`config.mk`:
```
export PLATFORM = sky130hd
export DESIGN_NAME = reg_bridge
export DESIGN_NICKNAME = d
export VERILOG_FILES = /design/src/rtl/reg_bridge.sv
export SDC_FILE = /design/constraint.sdc
export NUM_CORES = 1
export LEC_CHECK = 0
export CAP_MARGIN = 20
export CORE_MARGIN = 1
export CORE_UTILIZATION = 25
export CTS_CLUSTER_SIZE = 40
export DETAILED_ROUTE_END_ITERATION = 12
export PLACE_DENSITY = 0.59
export REMOVE_ABC_BUFFERS = 1
export SETUP_SLACK_MARGIN = 0.4
export SLEW_MARGIN = 10
export SYNTH_ARGS = -nofsm -noshare
export SYNTH_HDL_FRONTEND = slang
export SYNTH_SLANG_ARGS = --single-unit
```
`constraint.sdc`:
```
create_clock -name clk -period 1.67 [get_ports clk]
set_input_delay 0.334 -clock clk [delete_from_list [all_inputs] [get_ports clk]]
set_output_delay 0.334 -clock clk [all_outputs]
set_load 0.05 [all_outputs]
```
`src/rtl/reg_bridge.sv`:
```
`timescale 1ns/1ps
// reg_bridge: single-outstanding request/response bridge onto a simple
// register port (NOP/RD/WR opcode, one-cycle registered read data).
// Every output comes from a flop or is decoded from the state register,
// so no input ever reaches an output combinationally.
module reg_bridge #(
   parameter int DWIDTH = 8,
   parameter int AWIDTH = 8
) (
   input  logic              clk,
   input  logic              rst,
   input  logic              req_valid,
   output logic              req_ready,
   input  logic              req_write,
   input  logic [AWIDTH-1:0] req_addr,
   input  logic [DWIDTH-1:0] req_wdata,
   output logic              rsp_valid,
   input  logic              rsp_ready,
   output logic              rsp_write,
   output logic [DWIDTH-1:0] rsp_rdata,
   output logic [1:0]        reg_op,
   output logic [AWIDTH-1:0] reg_addr,
   output logic [DWIDTH-1:0] reg_wdata,
   input  logic [DWIDTH-1:0] reg_rdata,
   output logic [15:0]       rd_cnt,
   output logic [15:0]       wr_cnt
);

   localparam logic [1:0] OP_NOP = 2'b00;
   localparam logic [1:0] OP_RD  = 2'b01;
   localparam logic [1:0] OP_WR  = 2'b10;

   typedef enum logic [1:0] {
      IDLE    = 2'd0,
      ISSUE   = 2'd1,
      WAIT_RD = 2'd2,
      RESP    = 2'd3
   } state_t;

   state_t              state_p0;
   state_t              state_nxt;
   logic                write_p0;
   logic [AWIDTH-1:0]   addr_p0;
   logic [DWIDTH-1:0]   wdata_p0;
   logic [DWIDTH-1:0]   rdata_p1;
   logic                req_hs;
   logic                rsp_hs;
   logic [15:0]         rd_cnt_nxt;
   logic [15:0]         wr_cnt_nxt;

   // Transaction counters wrap naturally at 16 bits.
   function automatic logic [15:0] cnt_inc(input logic [15:0] c);
      return c + 16'd1;
   endfunction

   assign req_hs    = (state_p0 == IDLE) && req_valid;
   assign rsp_hs    = (state_p0 == RESP) && rsp_ready;
   assign rsp_write = write_p0;
   assign rsp_rdata = rdata_p1;

   // State register; reset abandons any in-flight transaction.
   always_ff @(posedge clk) begin
      if (rst) begin
         state_p0 <= IDLE;
      end else begin
         state_p0 <= state_nxt;
      end
   end

   // Next-state: ISSUE and WAIT_RD each last exactly one cycle.
   always_comb begin
      state_nxt = state_p0;
      unique case (state_p0)
         IDLE:    if (req_valid) state_nxt = ISSUE;
         ISSUE:   state_nxt = write_p0 ? RESP : WAIT_RD;
         WAIT_RD: state_nxt = RESP;
         RESP:    if (rsp_ready) state_nxt = IDLE;
         default: state_nxt = IDLE;
      endcase
   end

   // Output decode from state and captured request only.
   always_comb begin
      req_ready = (state_p0 == IDLE);
      rsp_valid = (state_p0 == RESP);
      reg_op    = OP_NOP;
      reg_addr  = '0;
      reg_wdata = '0;
      if (state_p0 == ISSUE) begin
         reg_op    = write_p0 ? OP_WR : OP_RD;
         reg_addr  = addr_p0;
         reg_wdata = write_p0 ? wdata_p0 : '0;
      end
   end

   // Stage p0: capture request kind on acceptance (reset so rsp_write starts at 0).
   always_ff @(posedge clk) begin
      if (rst) begin
         write_p0 <= 1'b0;
      end else if (req_hs) begin
         write_p0 <= req_write;
      end
   end

   // Stage p0: capture request address/data on acceptance.
   always_ff @(posedge clk) begin
      if (req_hs) begin
         addr_p0  <= req_addr;
         wdata_p0 <= req_wdata;
      end
   end

   // Stage p1: response data, cleared at acceptance so writes answer 0, loaded in WAIT_RD.
   always_ff @(posedge clk) begin
      if (rst) begin
         rdata_p1 <= '0;
      end else if (req_hs) begin
         rdata_p1 <= '0;
      end else if (state_p0 == WAIT_RD) begin
         rdata_p1 <= reg_rdata;
      end
   end

   // Counter next values: bump only on the response handshake of the matching kind.
   always_comb begin
      rd_cnt_nxt = rd_cnt;
      wr_cnt_nxt = wr_cnt;
      if (rsp_hs) begin
         if (write_p0) wr_cnt_nxt = cnt_inc(wr_cnt);
         else          rd_cnt_nxt = cnt_inc(rd_cnt);
      end
   end

   // Counter registers; reset wins over a same-cycle handshake.
   always_ff @(posedge clk) begin
      if (rst) begin
         rd_cnt <= 16'd0;
         wr_cnt <= 16'd0;
      end else begin
         rd_cnt <= rd_cnt_nxt;
         wr_cnt <= wr_cnt_nxt;
      end
   end

endmodule

```
* Word level (Yosys, flattened, before mapping)
Cells that the tools add are included.
** Word-level totals
- Bits in registers :: 59
- Input port bits :: 29
- Output and inout bits :: 61
- Logic and storage cells :: 31
** Cells by class
- $add $sub $neg :: 2
- Equality and inequality tests :: 5
- Mux-type cells :: 9
- Bitwise gates (word level) :: 1
- Reduce and logical (&&, ||, !) cells :: 7
** Operators by type and width (number)
- adder 16 x 1 -> 16 bit (second input constant) :: 2
- two-way mux 8 bit :: 3
- two-way mux 2 bit :: 4
- case mux 2 bit (4 select lines) :: 1
- AND reduction 2 bit :: 3
- equality test 2 bit (second input constant) :: 2
- equality test 2 x 1 -> 1 bit (second input constant) :: 1
- logical AND 1 bit :: 2
- zero test 2 bit :: 1
- inequality test 2 x 1 -> 1 bit (second input constant) :: 1
- inequality test 2 bit (second input constant) :: 1
- OR reduction 2 bit :: 1
- two-way mux 1 bit :: 1
- inverter 1 bit :: 1

* Depth between registers and ports, before layout
Gate-level depths: netlist of run 1.
- Depth in word-level cells :: 3
- Gate-level depth with buffers :: 6
- Gate-level depth less buffers :: 6

* Worst setup path before layout of run 1
Ideal clock, no wire load.
- Path kind :: register to register
- Start :: register state_p0[0]
- End :: register wr_cnt[15]
- Setup time :: 70 ps
- Arrival :: 2127 ps
- Setup slack :: -527 ps
- Cell stages (with the launch flop) :: 7
- Cell sequence :: dfxtp_1 ha_1 nand3_4 or2_1 buf_6 or4_1 a21oi_1
** Between the ends
- Word-level cells in the longest chain between the ends :: 3
** Ends and longest elaborated chain
- start, declared :: RTL line 40 : state_t state_p0;
- start signal, assigned :: RTL line 66 : state_p0 <= state_nxt;
- equality test 2 bit
- net rsp_valid :: RTL line 17 : output logic rsp_valid,
- logical AND 1 bit :: RTL line 57 : assign rsp_hs = (state_p0 == RESP) && rsp_ready;
- AND reduction 2 bit (no line)
- end signal, assigned :: RTL line 141 : wr_cnt <= wr_cnt_nxt;
- end, declared :: RTL line 26 : output logic [15:0] wr_cnt
The timed path passes the listed nets, and every way through them passes these cells.
A chain may end at the register's enable or synchronous reset.

* Worst setup path in the final report of run 1
- Start :: register state_p0[0]
- End :: output reg_wdata[4]
** Between the ends
- Word-level cells in the longest chain between the ends :: 2
** Ends and longest elaborated chain
- equality test 2 x 1 -> 1 bit :: RTL line 89 : if (state_p0 == ISSUE) begin
- two-way mux 8 bit :: RTL line 89
- end, declared :: RTL line 23 : output logic [DWIDTH-1:0] reg_wdata,
Every way passes these cells.

==> impl_metrics.env, run 1 <==
export IMPL_nets=465
export IMPL_grt_use_total_pct=15.3
export IMPL_design_area_mm2=0.00559
export IMPL_htreeDepth=3
export IMPL_wl_per_cell_um=14.8
export IMPL_finalCritPeriodShare_pct=112
export IMPL_die_w_um=104
export IMPL_dp_cells=504
export IMPL_period_minus_slack_ns=1.86
export IMPL_multi_input_area_mm2=0.00157
export IMPL_hp_class="reg -> reg"
export IMPL_min_path_cells=2
export IMPL_dpl_hpwl_um=4930
export IMPL_finalWorstSetupSlack_ns=-0.193
export IMPL_layout_drive_gt1_share_pct=61.8
export IMPL_port_buffers=89
export IMPL_cts_made_buffers=9
export IMPL_start_util_pct=26.0
export IMPL_cts_tree="built"
export IMPL_gp_congestion=0.766
export IMPL_placed_cell_area_mm2=0.00418
export IMPL_worst_path_buf_inv=4
export IMPL_ys_warn_count=0
export IMPL_detail_route_antenna_nets=0
export IMPL_syn_inst=254
export IMPL_cts_root_buf="clkbuf_8"
export IMPL_worstSetupPathDepth=6
export IMPL_violations="negative setup slack"
export IMPL_antenna_cells=0
export IMPL_setup_violations=26
export IMPL_worstPathCellList="buf_6 > ha_4 > buf_12 > buf_16 > and3_4 > buf_12"
export IMPL_via_count=2568
export IMPL_crit_path_max_fanout=5
export IMPL_io_pins=90
export IMPL_rows=36
export IMPL_netlist_area_mm2=0.00258
export IMPL_ys_ff_latch=59
export IMPL_clk_latency_ns=0.33
export IMPL_relSlewSlack_pct=80.9
export IMPL_cap_violations=0
export IMPL_end_kind="primary output"
export IMPL_holdBufCountCts=0
export IMPL_grt_pass1_wl_um=13200
export IMPL_drt_iter0_drc=83
export IMPL_fin_skew_ns=0.0113
export IMPL_antenna_found_initial=0
export IMPL_grt_pass1_vias=2536
export IMPL_dp_slack_ns=-0.353
export IMPL_reg2reg_depth=8
export IMPL_instances_no_fill=568
export IMPL_path_delay_family="buffers and inverters"
export IMPL_core_area_mm2=0.00991
export IMPL_synth_cell_type_count=42
export IMPL_routed_wl_um=8390
export IMPL_dieHeight_um=104
export IMPL_drv_slew=0
export IMPL_crit_path_start_kind="flip-flop"
export IMPL_status="finished with violations"
export IMPL_n_fill_cell=817
export IMPL_area_growth_syn_to_layout_pct=117
export IMPL_p_leak_uw=0.00224
export IMPL_cts_sinks=59
export IMPL_regArea_mm2=0.00139
export IMPL_clkTransAtPathRegs_ns=0.06
export IMPL_grt_max_degree=27
export IMPL_ys_seq_area_share_pct=52.0
export IMPL_power_density_mw_per_mm2=1130
export IMPL_viasPerCell=4.52
export IMPL_dieArea_mm2=0.0107
export IMPL_cp_arrival_ns=1.53
export IMPL_crit_top_cell="buf_12"
export IMPL_fmax_mhz=537
export IMPL_cp_required_ns=1.34
export IMPL_syn_avg_cell_area_um2=10.2
export IMPL_worst_slew_pin_slew_ns=0.287
export IMPL_drt_pass1_iter_count=4
export IMPL_drc_errors=0
export IMPL_grt_ovfl_total=0
export IMPL_cp_slowest_cell="dfxtp_4"
export IMPL_rsz0062_at_grt="true"
export IMPL_slowest_delay_ns=0.35
export IMPL_hold_viol_final=0
export IMPL_ir_drop_mv=0.785
export IMPL_crit_type="reg -> out"
export IMPL_cts_path_max_buffers=2
==> metrics by stage <==
step | power (uW) | setup TNS [ns] | util, % | hold WS [ns]
finish | 6300 | -3.52 | 56.4 | 0.489
global route | 6580 | -5.10 | 56.4 | 0.509
CTS | 5880 | -3.21 | 52.5 | 0.489
detailed placement | 3670 | -5.47 | 42.2 | 0.476
global placement | 3640 | -4.87 | 42.2 | 0.474
floorplan | 2680 | -11.51 | - | 0.403
==> worst register-to-register path, stage by stage (launching register included) <==
cell	delay, ns
dfxtp_4	0.36
buf_6	0.09
buf_6	0.08
buf_6	0.09
ha_4	0.18
nand3_4	0.08
or2_4	0.26
or4_4	0.42
a21oi_2	0.12
==> final cells by class <==
class | count | share of cell area [%]
clock inverter | 3 | 0.716
timing repair buffer | 177 | 40.1
clock buffer | 13 | 2.66
tap | 133 | 2.98
sequential | 59 | 24.8
multi-input combinational | 176 | 28.1
inverter | 7 | 0.604
==> registers in the layout, summed over array words and instances, names as in the netlist <==
| signal | flops |
|---|---|
| wdata_p0 | 8 |
| wr_cnt | 16 |
| state_p0 | 2 |
| rd_cnt | 16 |
| rsp_rdata | 8 |
| addr_p0 | 8 |
| rsp_write | 1 |
==> power by group <==
part           internal, uW  switching (uW)  leakage (uW)
sequential             1660            66.6      0.000516
clock                   727             555     0.0000974
combinational          1850            1450       0.00163
total                  4230            2070       0.00224
==> placed cells by master, fill, tap and decap left out, types with 3 or more instances in the layout <==
master / n
o31ai_1: 3
buf_6: 59
inv_4: 3
mux2i_1: 8
nor3_4: 3
ha_4: 4
clkbuf_8: 10
xnor2_2: 3
dfxtp_2: 29
buf_12: 40
edfxtp_1: 16
dfxtp_4: 3
o21ai_0: 4
clkdlybuf4s50_1: 27
nand4_1: 9
buf_4: 39
xnor2_1: 9
dfxtp_1: 11
inv_1: 3
xor2_1: 7
nand2_2: 3
or3_1: 5
and3_4: 8
a21oi_2: 5
clkbuf_1: 3
nand2_1: 5
nand3_2: 5
buf_16: 3
a21oi_1: 6
nand3_1: 6
nor4_4: 5
nor2_2: 5
nor2_1: 29
buf_8: 8
and2_4: 10
==> synth_stat cells (all sizes together) <==
library cell	n	share of area, %
nor2b	2	0.48
nor3	5	0.97
nand3b	1	0.44
nor2	34	4.9
xnor2	13	4.4
nand3	13	3.2
buf	5	1.5
nand4	9	2.2
xor2	7	2.4
inv	7	1.0
dfxtp	43	33
and3b	1	0.39
nand2b	1	0.24
edfxtp	16	19
nor4	5	1.8
mux2i	11	4.3
and2	11	2.7
a211o	1	0.34
or4	3	0.87
and4	2	0.73
ha	6	2.9
nand2	9	1.3
or2	3	0.73
o22ai	1	0.24
and3	10	2.4
nand4b	1	0.34
clkbuf	7	1.0
o21ai	5	0.97
o31ai	4	1.2
mux2	1	0.44
a31o	1	0.34
a21oi	11	2.1
or3	5	1.2
==> final timing paths <==
kind                             startpoint            to  slack (ns)
worst min-delay path             wr_cnt[15]    wr_cnt[15]        0.49
worst min register to register   wr_cnt[15]    wr_cnt[15]        0.49
worst max-delay path            state_p0[0]  reg_wdata[4]       -0.19
worst max register to register  state_p0[0]     wr_cnt[9]       -0.08
==> routing by layer <==
metal	global-route usage, %	part of all wire (%)
met5	0	0
met2	25.2	51
met3	4.22	6.2
met1	19.5	42
met4	4.76	0.91
==> cell families (layout without fill, tap and decap cells) <==
family	after synthesis	in the layout	synth area share, %
and+or+nand+nor	115	115	24.9
DFF	59	59	52.0
AOI/OAI and AO/OA	23	23	5.19
xor gates and xnor gates	20	20	6.79
buffers and inverters	19	200	3.54
muxes	12	12	4.70
adders and majority gates	6	6	2.91
==> timing repair <==
item | in CTS | in global routing
resized for setup | 144 | 66
buffers inserted | 26 | 19
endpoints found under the setup margin | 102 | 103
cloned | 3 | 0
pin swaps | 53 | 27
Note: power is estimated with default switching activity, not from simulation.
==> run 2, diff against run 1 <==
--- a/config.mk
+++ b/config.mk
@@ -11,6 +11,7 @@
 export CTS_CLUSTER_SIZE = 40
 export DETAILED_ROUTE_END_ITERATION = 12
 export PLACE_DENSITY = 0.59
+export RECOVER_POWER = 50
 export REMOVE_ABC_BUFFERS = 1
 export SETUP_SLACK_MARGIN = 0.4
 export SLEW_MARGIN = 10
==> run 2 against run 1 <==
Against the previous run:
- the flow still finishes with violations (negative setup slack)
- critical path depth up 1
- via count shrank 0.12%
- sequential cell count stayed put
- worst setup slack improved by 0.00058 ns
- total power decreased by 0.50%
- count of clock-buffer cells in the layout did not move
- utilization decreased by 1.7 points
- sequential power hardly changed
- clock power is essentially flat
- first-iteration DRC count down 6.0%
- critical path type unchanged
- highest routed layer unchanged
==> impl_metrics.env, run 2 (synthesized netlist as in run 1, its figures left out) <==
export IMPL_status="finished with violations"
export IMPL_violations="negative setup slack"
export IMPL_cp_required_ns=1.34
export IMPL_core_area_mm2=0.00991
export IMPL_grt_ovfl_total=0
export IMPL_grt_pass1_wl_um=13200
export IMPL_cap_violations=0
export IMPL_crit_type="reg -> out"
export IMPL_grt_max_degree=27
export IMPL_grt_use_total_pct=15.3
export IMPL_worst_slew_pin_slew_ns=0.601
export IMPL_fmax_mhz=537
export IMPL_finalWorstSetupSlack_ns=-0.192
export IMPL_cp_arrival_ns=1.53
export IMPL_dp_cells=504
export IMPL_period_minus_slack_ns=1.86
export IMPL_seq_power_share_pct=27.5
export IMPL_rows=36
export IMPL_p_sw_uw=2070
export IMPL_rr_startpoint="state_p0[0]"
export IMPL_io_pins=90
export IMPL_antenna_found_initial=0
export IMPL_viasPerCell=4.52
export IMPL_drt_pass1_iter_count=4
export IMPL_reg2reg_depth=8
export IMPL_power_density_mw_per_mm2=1160
export IMPL_final_cell_mix="buf_6, buf_12, buf_4"
export IMPL_min_to="wr_cnt[15]"
export IMPL_nets=465
export IMPL_area_growth_syn_to_layout_pct=110
export IMPL_layout_drive_gt1_share_pct=57.5
export IMPL_instances_no_fill=568
export IMPL_fin_skew_ns=0.0107
export IMPL_fin_setup_tns_ns=-3.50
export IMPL_ir_drop_mv=0.784
export IMPL_routed_wl_um=8400
export IMPL_clk_latency_ns=0.33
export IMPL_dp_slack_ns=-0.353
export IMPL_pwr_share_clk_pct=20.5
export IMPL_crit_path_start_kind="flip-flop"
export IMPL_hp_class="reg -> reg"
export IMPL_start_util_pct=26.0
export IMPL_p_leak_uw=0.00217
export IMPL_cts_path_max_buffers=2
export IMPL_antenna_cells=0
export IMPL_final_common_cell="buf_6"
export IMPL_grt_pass1_vias=2536
export IMPL_min_from="wr_cnt[15]"
export IMPL_cts_root_buf="clkbuf_8"
export IMPL_dieArea_mm2=0.0107
export IMPL_power_total_uw=6270
export IMPL_drv_slew=0
export IMPL_cts_sinks=59
export IMPL_relSlewSlack_pct=60.1
export IMPL_end_kind="primary output"
export IMPL_whs_ns=0.487
export IMPL_finalCritPeriodShare_pct=111
export IMPL_r2r_end="wr_cnt[9]"
export IMPL_drc_errors=0
export IMPL_hold_viol_final=0
export IMPL_cts_tree="built"
export IMPL_holdBufCountCts=0
export IMPL_gp_congestion=0.766
export IMPL_crit_path_max_fanout=5
export IMPL_dpl_hpwl_um=4930
export IMPL_cts_made_buffers=9
export IMPL_setup_violations=25
export IMPL_clkTransAtPathRegs_ns=0.07
export IMPL_drt_iter0_drc=78
export IMPL_dieHeight_um=104
export IMPL_rsz0062_at_grt="true"
export IMPL_port_buffers=89
export IMPL_swShare_pct=33.0
export IMPL_via_count=2565
export IMPL_detail_route_antenna_nets=0
export IMPL_ff2ff_setup_slack_ns=-0.08
export IMPL_power_internal_uw=4200
export IMPL_htreeDepth=3
export IMPL_combPwrFrac_pct=52.1
export IMPL_min_path_cells=2
export IMPL_die_w_um=104
export IMPL_reg_top3="rd_cnt: 16 flops, wr_cnt: 16 flops"
export IMPL_wl_per_cell_um=14.8
## run 2: power by group through the flow
| stage | Sequential, uW | Combinational (uW) | Clock [uW] |
|---|---|---|---|
| 2_1_floorplan | 1840 | 840 | 0 |
| 3_3_place_gp | 1720 | 1920 | 0 |
| 3_5_place_dp | 1730 | 1940 | 0 |
| 4_1_cts | 1720 | 2840 | 1320 |
| 5_1_grt | 1740 | 3430 | 1380 |
| 6_report | 1720 | 3260 | 1280 |
## run 2: cell type report
class                      count  area [um^2]
clock buffer                  13          149
clock inverter                 3         40.0
fill                         852         4480
inverter                       7         33.8
multi-input combinational    176         1570
sequential                    59         1380
tap                          133          166
timing repair buffer         177         2080
## run 2: worst max path at each step
stage / start / cells after the start / endpoint
after floorplan: state_p0[0] / 5 / wr_cnt[15]
after global placement: rsp_ready / 5 / wr_cnt[15]
after detailed placement: rsp_ready / 5 / wr_cnt[15]
after CTS: state_p0[1] / 7 / reg_wdata[2]
after global routing: state_p0[1] / 7 / reg_wdata[4]
final: state_p0[1] / 7 / reg_wdata[4]
## run 2: timing repair
action                                  CTS  global route
setup buffers                            26            19
hold endpoints to repair                  0             0
gates cloned                              3             0
pin swaps                                53            27
gates resized for setup                 144            66
endpoints found under the setup margin  102           103
## run 2: routing by layer
metal,track usage (%),up-vias,part of all wire (%)
met5,0,-,0
met4,4.76,0,1.1
met3,4.22,8,5.2
met2,25.2,70,51
met1,19.5,1242,42
li1,-,1245,-
## run 2: metrics by stage
step | area (um^2) | util (%)
finish | 5430 | 54.7
global route | 5430 | 54.7
CTS | 5200 | 52.5
detailed placement | 4180 | 42.2
global placement | 4180 | 42.2
floorplan | 2520 | -
## run 2: critical path, cell delays in order (launching register included)
cell and delay (ns):
dfxtp_2 0.34, buf_6 0.10, inv_4 0.03, ha_4 0.16, buf_12 0.13, buf_16 0.12
and3_4 0.17, buf_12 0.14
